<file path="src/rtl/n64_console_responder_if.sv">
// Console-side signal bundle for the N64 Joybus responder: the open-drain
// data line pair, the controller word to serve, and the status outputs.
interface n64_console_responder_if;
  logic        console_d_in;
  logic        console_d_oe;
  logic [31:0] controller_data;
  logic        busy;
  logic        poll_served;
  logic [7:0]  last_cmd;

  // Drives the line and the controller word, observes the responder.
  modport master (
    output console_d_in,
    output controller_data,
    input  console_d_oe,
    input  busy,
    input  poll_served,
    input  last_cmd
  );

  // The responder itself.
  modport slave (
    input  console_d_in,
    input  controller_data,
    output console_d_oe,
    output busy,
    output poll_served,
    output last_cmd
  );
endinterface

</file>
<file path="src/rtl/n64_console_responder.sv">
// N64 Joybus controller-side responder. Decodes an 8-bit console command
// from the open-drain data line and answers poll (0x01) with the latest
// controller word, or identity (0x00 / 0xFF) with 0x050002. The line is
// only ever pulled low or released.
module n64_console_responder #(
  parameter int CYC_US     = 50,
  parameter int SAMPLE_AT  = 100,
  parameter int TURNAROUND = 100,
  parameter int RX_TIMEOUT = 300
) (
  input logic                     sys_clk,
  input logic                     reset,
  n64_console_responder_if.slave  bus
);

  localparam logic [8:0] L_SAMPLE   = 9'(SAMPLE_AT);
  localparam logic [8:0] L_TIMEOUT  = 9'(RX_TIMEOUT);
  localparam logic [8:0] L_TURN_END = 9'(TURNAROUND - 1);
  localparam logic [8:0] L_BIT_END  = 9'(4 * CYC_US - 1);
  localparam logic [8:0] L_ONE_LOW  = 9'(CYC_US);
  localparam logic [8:0] L_ZERO_LOW = 9'(3 * CYC_US);
  localparam logic [8:0] L_STOP_LOW = 9'(2 * CYC_US);

  typedef enum logic [2:0] {
    S_IDLE, S_RX_BIT, S_RX_STOP, S_TURN, S_TX_BIT, S_TX_STOP, S_ABORT
  } state_t;

  state_t      r_state, w_state_n;
  logic [8:0]  r_cnt, w_cnt_n;
  logic [5:0]  r_bit, w_bit_n;
  logic [5:0]  r_len, w_len_n;
  logic        r_stop_low, w_stop_low_n;
  logic        r_is_poll, w_is_poll_n;
  logic        r_oe, w_oe_n;
  logic        r_busy;
  logic        r_served, w_served_n;
  logic [7:0]  r_last_cmd, w_last_cmd_n;
  logic [7:0]  r_rx, w_rx_n;
  logic [31:0] r_tx, w_tx_n;
  logic        r_sync1, r_sync2, r_prev;
  logic        w_fall, w_rise;

  // Edges are taken on the synchronised line; they lag the pad by two cycles.
  assign w_fall = r_prev & ~r_sync2;
  assign w_rise = ~r_prev & r_sync2;

  assign bus.console_d_oe = r_oe;
  assign bus.busy         = r_busy;
  assign bus.poll_served  = r_served;
  assign bus.last_cmd     = r_last_cmd;

  // Synchronise the console line; idle level is high so reset to 1.
  always_ff @(posedge sys_clk or posedge reset) begin
    if (reset) begin
      r_sync1 <= 1'b1;
      r_sync2 <= 1'b1;
      r_prev  <= 1'b1;
    end else begin
      r_sync1 <= bus.console_d_in;
      r_sync2 <= r_sync1;
      r_prev  <= r_sync2;
    end
  end

  // Control state register; reset releases the line at once.
  always_ff @(posedge sys_clk or posedge reset) begin
    if (reset) begin
      r_state    <= S_IDLE;
      r_cnt      <= '0;
      r_bit      <= '0;
      r_len      <= '0;
      r_stop_low <= 1'b0;
      r_is_poll  <= 1'b0;
      r_oe       <= 1'b0;
      r_busy     <= 1'b0;
      r_served   <= 1'b0;
      r_last_cmd <= 8'h00;
    end else begin
      r_state    <= w_state_n;
      r_cnt      <= w_cnt_n;
      r_bit      <= w_bit_n;
      r_len      <= w_len_n;
      r_stop_low <= w_stop_low_n;
      r_is_poll  <= w_is_poll_n;
      r_oe       <= w_oe_n;
      r_busy     <= (w_state_n != S_IDLE);
      r_served   <= w_served_n;
      r_last_cmd <= w_last_cmd_n;
    end
  end

  // Receive and transmit shift registers carry data only, no reset needed.
  always_ff @(posedge sys_clk) begin
    r_rx <= w_rx_n;
    r_tx <= w_tx_n;
  end

  // Next-state, counters, shift registers and the line drive.
  always_comb begin
    w_state_n    = r_state;
    w_cnt_n      = r_cnt + 9'd1;
    w_bit_n      = r_bit;
    w_len_n      = r_len;
    w_stop_low_n = r_stop_low;
    w_is_poll_n  = r_is_poll;
    w_served_n   = 1'b0;
    w_last_cmd_n = r_last_cmd;
    w_rx_n       = r_rx;
    w_tx_n       = r_tx;
    w_oe_n       = 1'b0;

    case (r_state)
      S_IDLE: begin
        w_cnt_n = '0;
        w_bit_n = '0;
        if (w_fall) w_state_n = S_RX_BIT;
      end
      S_RX_BIT: begin
        if (w_fall) begin
          w_cnt_n = '0;
        end else if (r_cnt == L_TIMEOUT) begin
          w_state_n = S_ABORT;
          w_cnt_n   = '0;
        end else if (r_cnt == L_SAMPLE) begin
          w_rx_n  = {r_rx[6:0], r_sync2};
          w_bit_n = r_bit + 6'd1;
          if (r_bit == 6'd7) begin
            w_state_n    = S_RX_STOP;
            w_stop_low_n = 1'b0;
          end
        end
      end
      S_RX_STOP: begin
        // A '0' last bit produces a rising edge before the stop bit, so the
        // command only completes on a rise that follows the stop-bit fall.
        if (w_fall) begin
          w_cnt_n      = '0;
          w_stop_low_n = 1'b1;
        end else if (r_stop_low && w_rise) begin
          w_last_cmd_n = r_rx;
          w_cnt_n      = '0;
          w_bit_n      = '0;
          case (r_rx)
            8'h01: begin
              w_tx_n      = bus.controller_data;
              w_len_n     = 6'd32;
              w_is_poll_n = 1'b1;
              w_state_n   = S_TURN;
            end
            8'h00, 8'hFF: begin
              w_tx_n      = {24'h050002, 8'h00};
              w_len_n     = 6'd24;
              w_is_poll_n = 1'b0;
              w_state_n   = S_TURN;
            end
            default: w_state_n = S_ABORT;
          endcase
        end else if (r_cnt == L_TIMEOUT) begin
          w_state_n = S_ABORT;
          w_cnt_n   = '0;
        end
      end
      S_TURN: begin
        if (w_fall) begin
          w_state_n = S_ABORT;
          w_cnt_n   = '0;
        end else if (r_cnt == L_TURN_END) begin
          w_state_n = S_TX_BIT;
          w_cnt_n   = '0;
        end
      end
      S_TX_BIT: begin
        if (r_cnt == L_BIT_END) begin
          w_cnt_n = '0;
          w_tx_n  = {r_tx[30:0], 1'b0};
          w_bit_n = r_bit + 6'd1;
          if (r_bit + 6'd1 == r_len) w_state_n = S_TX_STOP;
        end
      end
      S_TX_STOP: begin
        if (r_cnt == L_STOP_LOW) begin
          w_state_n  = S_IDLE;
          w_cnt_n    = '0;
          w_served_n = r_is_poll;
        end
      end
      S_ABORT: begin
        if (!r_sync2) begin
          w_cnt_n = '0;
        end else if (r_cnt == L_TIMEOUT) begin
          w_state_n = S_IDLE;
          w_cnt_n   = '0;
        end
      end
      default: w_state_n = S_IDLE;
    endcase

    if (w_state_n == S_TX_BIT)
      w_oe_n = (w_cnt_n < (w_tx_n[31] ? L_ONE_LOW : L_ZERO_LOW));
    else if (w_state_n == S_TX_STOP)
      w_oe_n = (w_cnt_n < L_STOP_LOW);
  end

endmodule
</file>
<file path="src/flat_wrapper.sv">
// flat-port wrapper written by rule: the top's interface ports become plain ports
module n64_console_responder_flat 
#(
  parameter int CYC_US     = 50,
  parameter int SAMPLE_AT  = 100,
  parameter int TURNAROUND = 100,
  parameter int RX_TIMEOUT = 300
)
  (sys_clk, reset, bus_console_d_in, bus_controller_data, bus_console_d_oe, bus_busy, bus_poll_served, bus_last_cmd);
  n64_console_responder_if bus_i ();
  input logic sys_clk;
  input logic reset;
  input wire logic [$bits(bus_i.console_d_in)-1:0] bus_console_d_in;
  input wire logic [$bits(bus_i.controller_data)-1:0] bus_controller_data;
  output wire logic [$bits(bus_i.console_d_oe)-1:0] bus_console_d_oe;
  output wire logic [$bits(bus_i.busy)-1:0] bus_busy;
  output wire logic [$bits(bus_i.poll_served)-1:0] bus_poll_served;
  output wire logic [$bits(bus_i.last_cmd)-1:0] bus_last_cmd;
  assign bus_i.console_d_in = bus_console_d_in;
  assign bus_i.controller_data = bus_controller_data;
  assign bus_console_d_oe = bus_i.console_d_oe;
  assign bus_busy = bus_i.busy;
  assign bus_poll_served = bus_i.poll_served;
  assign bus_last_cmd = bus_i.last_cmd;
  n64_console_responder #(.CYC_US(CYC_US), .SAMPLE_AT(SAMPLE_AT), .TURNAROUND(TURNAROUND), .RX_TIMEOUT(RX_TIMEOUT)) u_core (.sys_clk(sys_clk), .reset(reset), .bus(bus_i));
endmodule
</file>
<file path="config.mk">
export PLATFORM = sky130hd
export DESIGN_NAME = n64_console_responder_flat
export DESIGN_NICKNAME = d
export VERILOG_FILES = /design/src/rtl/n64_console_responder_if.sv /design/src/rtl/n64_console_responder.sv /design/src/flat_wrapper.sv
export SDC_FILE = /design/constraint.sdc
export NUM_CORES = 1
export LEC_CHECK = 0
export BUFFER_PORTS_ARGS = -buffer_cell sky130_fd_sc_hd__buf_2
export CORE_UTILIZATION = 56
export CTS_CLUSTER_SIZE = 10
export DETAILED_ROUTE_END_ITERATION = 7
export GPL_ROUTABILITY_DRIVEN = 0
export PLACE_DENSITY = 0.78
export SETUP_SLACK_MARGIN = 0.4
export SLEW_MARGIN = 5
export SYNTH_ARGS = -nofsm -noshare
export SYNTH_HDL_FRONTEND = slang
export SYNTH_SLANG_ARGS = --single-unit
</file>
<file path="constraint.sdc">
create_clock -name sys_clk -period 9.2 [get_ports sys_clk]
set_clock_uncertainty 0.15 [all_clocks]
set_input_delay 2.76 -clock sys_clk [delete_from_list [all_inputs] [get_ports sys_clk]]
set_output_delay 2.76 -clock sys_clk [all_outputs]
set_load 0.03 [all_outputs]
</file>
==> flow_summary.toml, run 1 <==
[clock_tree]
cts_tree = "done"
clockBufferDepth = 2
hold_buffers = 0
postCtsSetupRepairBufs = 0
insertion_delay_ns = 0.36
clkTransAtPathRegs_ns = 0.08
cts.sinks = 75
cts_resized = 0
htreeDepth = 3
ctsRootBufferMaster = "clkbuf_8"
cts_made_buffers = 9

[cells_and_area]
multi_input_area_um2 = 1430
fin_util = 0.674
nets = 397
fill_cells = 465
n_antenna_cell = 0
drive_above_1_share = 0.216
synthToLayoutAreaGrowth_pct = 12.9
register_area_um2 = 2070

[drt]
viasPerCell = 6.16
drtIter0Drc = 168
routed_wirelength_um = 7220
via_count = 2686
drc_errors = 0
wl_per_cell_um = 16.6
first_pass_iters = 4
ant_nets = 0

[min_path]
hold_path_class = "register to register"

[critical_path]
worstSetupPathType = "primary input to register"
end_kind = "register"
arrival_ns = 4.77
slowest_delay_ns = 0.39
critPathMostFrequentCell = "a21oi_1"
startpoint_type = "primary input"
cpMaxStageDelayCell = "a222oi_1"
crit_required_ns = 9.34
path_cells = "buf_2, a222oi_1, inv_1, ha_1, a21oi_1, a21oi_1, a31oi_1, nor3_1, a211oi_1, a221oi_1, and4bb_1"
critPathMaxFanout = 3

[die]
die_h_um = 82.4
die_w_um = 82.4
core_um2 = 6060
io_pins = 46
die-area_um2 = 6780
start_util = 0.597
rows = 28

[logic_synthesis]
synth_ff_type = "edfxtp_1"
synthAdderAreaFrac = 0.0208
synth-xor-area-share = 0.0266
syn_avg_cell_area_um2 = 11.6
syn_area_um2 = 3620
muxShareOfSynthArea = 0.0249
synth_edf_count = 39
synth_nets = 354
synth-seq-cells = 75
netlist_instances = 313
ys_seq_area_frac = 0.573
async_flop_share = 0.467
synth_top_family_by_area = "simple AND/OR/NAND/NOR gates"
synthDistinctLibCells = 55
synth_compound_area_frac = 0.160
yosys_warnings = 0
synth-simple-area-share = 0.162

[sta]
finalHoldViolations = 0
tns_ns = 0
setup_ws_ns = 4.57
relSlewSlack = 0.226
timing.fmax_ghz = 0.216
worstMarginPinSlew_ns = 1.16
fin_crit_sh = 0.503
rsz0062_at_grt = "no"
setup_viol_count_final = 0
fin_crit_ns = 4.63
slew_viol_final = 0

[placed_design]
pre_cts_ws_ns = 4.22
hpwl_um = 4800
io_buffers = 45

[power_and_ir_drop]
p_per_area_nw_per_um2 = 177
peakVddDrop_mv = 0.124
p_leak_nw = 1.79

[grt]
grt_antenna_before_repair = 0
overflow = 0
grt_pass1_vias = 2392
grt_usage = 0.243
grt_pass1_wl_um = 11900
grt_max_degree = 36

[flow_run]
cap_violations = 0

[status]
status = "complete, no violations"
==> path summary, 6_finish.rpt <==
kind | startpoint | endpoint | slack (ns) | cells past startpoint
min in group asynchronous | reset | u_core.r_state[0] | 2.34 | 3
worst min-delay path | u_core.r_sync1 | u_core.r_sync2 | 0.21 | 0
worst max register to register | u_core.r_cnt[0] | u_core.bus.console_d_oe | 5.14 | 15
worst max-delay path | bus_controller_data[31] | u_core.bus.console_d_oe | 4.57 | 11
max in group asynchronous | reset | u_core.r_sync1 | 6.22 | 3
worst min register to register | u_core.r_sync1 | u_core.r_sync2 | 0.21 | 0
==> critical path: cells and delay by family <==
| kind | cells | cell delay, ns |
|---|---|---|
| compound gates | 6 | 1.12 |
| simple gates | 2 | 0.33 |
| fa+ha+maj | 1 | 0.30 |
| buf+inv | 2 | 0.25 |
==> state kept, by name, summed over array words and instances (netlist names), 2 cells and up <==
register,count
u_core.r_rx,8
u_core.r_tx,32
u_core.r_bit,6
u_core.r_cnt,9
u_core.bus.last_cmd,8
u_core.r_len,2
u_core.r_state,3
==> cells in the mapped netlist (2+ instances only) <==
cell type,count,area share
clkbuf_1,13,0.013
buf_6,2,0.0062
a22o_1,27,0.065
nor3_1,7,0.0097
and4_1,2,0.0048
o211ai_1,3,0.0062
inv_1,12,0.012
dfstp_2,3,0.022
xnor2_1,5,0.012
nand2_1,22,0.023
a221o_1,3,0.0083
mux2_2,7,0.022
or3_1,3,0.0052
nand3_1,11,0.015
a211oi_1,2,0.0042
nand2b_1,8,0.014
edfxtp_1,39,0.32
ha_1,6,0.021
xor2_1,6,0.015
and3_1,6,0.010
nand4_1,4,0.0069
o21ai_1,6,0.0083
a21oi_1,10,0.014
nor2_1,27,0.028
a31oi_1,2,0.0035
nor4_1,4,0.0069
nor2b_1,4,0.0069
o31ai_1,4,0.0083
o21ai_0,8,0.011
dfrtp_1,32,0.22
==> where the power goes <==
part	internal (mW)	switching, mW
registers	0.366	0.0219
clock network	0.127	0.130
logic	0.0329	0.0456
total	0.526	0.198
==> cell type report <==
type | count | share of cell area
clock inverters | 7 | 0.0184
repair buffers | 48 | 0.0607
well taps | 75 | 0.0230
multi-input cells | 210 | 0.349
inverters | 12 | 0.0110
flip-flops and latches | 75 | 0.507
clock buffers | 9 | 0.0303
==> cell usage in the layout, fill, tap and decap left out, types with 4 or more instances in the layout <==
cell type	count
a21oi_1	10
a22o_1	27
and3_1	6
buf_2	45
clkbuf_8	9
dfrtp_1	32
edfxtp_1	39
ha_1	6
inv_1	12
mux2_2	7
nand2_1	22
nand2b_1	8
nand3_1	11
nand4_1	4
nor2_1	26
nor2b_1	4
nor3_1	7
nor4_1	4
o21ai_0	8
o21ai_1	6
o31ai_1	4
xnor2_1	5
xor2_1	6
==> metal layers <==
| metal | share of wire | wire (um) | up-vias | track usage |
|---|---|---|---|---|
| met2 | 0.46 | 3350 | 94 | 0.345 |
| met5 | 0 | 0 | - | 0 |
| met3 | 0.058 | 417 | 16 | 0.0549 |
| met1 | 0.46 | 3290 | 1308 | 0.347 |
| li1 | - | - | 1268 | - |
| met4 | 0.022 | 160 | 0 | 0.123 |
==> kinds of logic after synthesis <==
group | after synthesis
AOI/OAI and AO/OA | 77
xor gates and xnor gates | 11
muxes | 8
DFF | 75
and+or+nand+nor | 108
buffers and inverters | 28
adders and majority gates | 6
==> per-stage QoR <==
stage          hold slack (ns)  std cells  power (mW)  cell area [um2]
2_1_floorplan            0.195        313       0.448             3620
3_3_place_gp             0.198        420       0.470             3880
3_5_place_dp             0.203        420       0.473             3880
4_1_cts                  0.215        436       0.728             4080
5_1_grt                  0.219        436       0.759             4080
6_report                 0.213        436       0.723             4080
(Power assumes the default switching activity.)
==> inputs of run 2 (changes only) <==
Settings changed: CORE_UTILIZATION 56 to 52, PLACE_DENSITY 0.78 to 0.76.
Clock period 9.2 ns to 4.1 ns, I/O delays scaled along.
==> flow_summary.toml, run 2 (synthesis results as in run 1) <==
[status]
status = "complete, no violations"

[cells_and_area]
final_cells = 458
reg_top3 = "u_core.r_tx: 32 flops, u_core.r_cnt: 9 flops"
drive_above_1_share = 0.291
nets = 414
fin_util = 0.645
n_antenna_cell = 0
most-common-layout-cells = "buf_2, edfxtp_1, dfrtp_1"
multi_input_area_um2 = 1520
fill_cells = 536
largest_reg_flops = 32
regMostFlops = "u_core.r_tx"
register_area_um2 = 2070
synthToLayoutAreaGrowth_pct = 20.4
layout_commonest_cell = "buf_2"

[sta]
finalHoldViolations = 0
worstMarginPinSlew_ns = 0.678
fin_crit_ns = 3.77
slew_viol_final = 0
setup_viol_count_final = 0
timing.fmax_ghz = 0.265
rsz0062_at_grt = "yes"
tns_ns = 0
relSlewSlack = 0.547
fin_crit_sh = 0.920
setup_ws_ns = 0.328

[critical_path]
critPathMaxFanout = 3
r2r-end = "u_core.bus.console_d_oe"
crit_required_ns = 4.19
r2r_start = "u_core.r_rx[7]"
worstSetupPathType = "register to register"
arrival_ns = 3.87
end_kind = "register"
r2r_slack_ns = 0.33
reg2reg_depth = 19
startpoint_type = "register"

[power_and_ir_drop]
p_leak_nw = 1.90
peakVddDrop_mv = 0.241
p_per_area_nw_per_um2 = 392

[placed_design]
dp.cells = 431
pre_cts_ws_ns = 0.252
hpwl_um = 5070
io_buffers = 45

[flow_run]
cap_violations = 0

[drt]
ant_nets = 0
first_pass_iters = 5
viasPerCell = 5.97
drtIter0Drc = 339
wl_per_cell_um = 16.8
drc_errors = 0
via_count = 2736
routed_wirelength_um = 7710

[die]
io_pins = 46
core_um2 = 6760
die-area_um2 = 7290
start_util = 0.535
die_h_um = 85.4
die_w_um = 85.4
rows = 30

[grt]
grt_usage = 0.230
overflow = 0
grt_antenna_before_repair = 0
grt_max_degree = 34
grt_pass1_wl_um = 12700
grt_pass1_vias = 2591

[min_path]
holdPathStages = 0
hp-start = "u_core.r_sync1"
hold_path_class = "register to register"
whs_endpoint = "u_core.r_sync2"

[clock_tree]
cts_made_buffers = 9
clkTransAtPathRegs_ns = 0.08
clockBufferDepth = 2
ctsRootBufferMaster = "clkbuf_8"
htreeDepth = 3
insertion_delay_ns = 0.35
cts.sinks = 75
cts_tree = "done"
hold_buffers = 0
-- run 2: cell types whose count changed in the layout (fill, tap and decap cells not counted), moves of 2 or more --
cell,change
buf_4,+12
buf_6,+5
ha_1,-3
ha_4,+3
a21oi_1,-2
a21oi_2,+2
nand2_1,-2
nand2_2,+2
-- run 2: stage by stage --
| step | hold WS (ns) | power [mW] | instance area (um2) |
|---|---|---|---|
| 2_1_floorplan | 0.195 | 1.01 | 3620 |
| 3_3_place_gp | 0.197 | 1.06 | 3940 |
| 3_5_place_dp | 0.203 | 1.07 | 3940 |
| 4_1_cts | 0.223 | 1.71 | 4240 |
| 5_1_grt | 0.226 | 1.78 | 4360 |
| 6_report | 0.217 | 1.71 | 4360 |
-- run 2: report_power, final --
group          switching (mW)  internal, mW  total [mW]
clock                   0.293         0.348       0.641
sequential             0.0454         0.822       0.867
combinational           0.116        0.0829       0.199
total                   0.454          1.25        1.71
-- run 2: area by class of cell --
class	instances	share of cell area
Sequential cell	75	0.476
Clock inverter	7	0.0230
Inverter	12	0.0103
Clock buffer	9	0.0284
Tap cell	80	0.0230
Multi-Input combinational cell	210	0.349
Timing Repair Buffer	65	0.0905
-- run 2: how the worst max path moves through the flow --
stage | start | endpoint | slack (ns)
2_1_floorplan | u_core.r_cnt[4] | u_core.bus.console_d_oe | 0.42
3_3_place_gp | u_core.r_cnt[8] | u_core.bus.console_d_oe | 0.42
3_5_place_dp | u_core.r_cnt[8] | u_core.bus.console_d_oe | 0.25
4_1_cts | u_core.r_cnt[8] | u_core.bus.console_d_oe | 0.41
5_1_grt | u_core.r_rx[7] | u_core.bus.console_d_oe | 0.12
6_report | u_core.r_rx[7] | u_core.bus.console_d_oe | 0.33
-- run 2: what timing repair did --
item / 4_1_cts / 5_1_grt
buffers inserted: 8 / 3
setup endpoints to repair: 1 / 1
pin swaps: 2 / 11
resized for setup: 4 / 17
endpoints found under the hold margin: 0 / 0
-- run 2: worst max-delay path, stage by stage, from the launching register on --
cell      delay (ns)
edfxtp_1        0.42
or4_4           0.56
nor4_4          0.21
buf_4           0.16
o211a_1         0.15
mux2_4          0.15
nand2_2         0.05
a222oi_1        0.34
buf_4           0.19
buf_6           0.09
buf_6           0.08
buf_6           0.08
buf_6           0.08
buf_6           0.09
ha_4            0.12
nand2_2         0.05
nor3_2          0.18
a211oi_2        0.05
a221oi_2        0.23
and4bb_1        0.23
-- run 2: per-layer routing --
layer  GRT usage  vias up  wire length (um)
met5           0        -                 0
met4       0.126        0               166
met3      0.0496       16               501
met2       0.344      110              3660
met1       0.314     1307              3390
li1            -     1303                 -
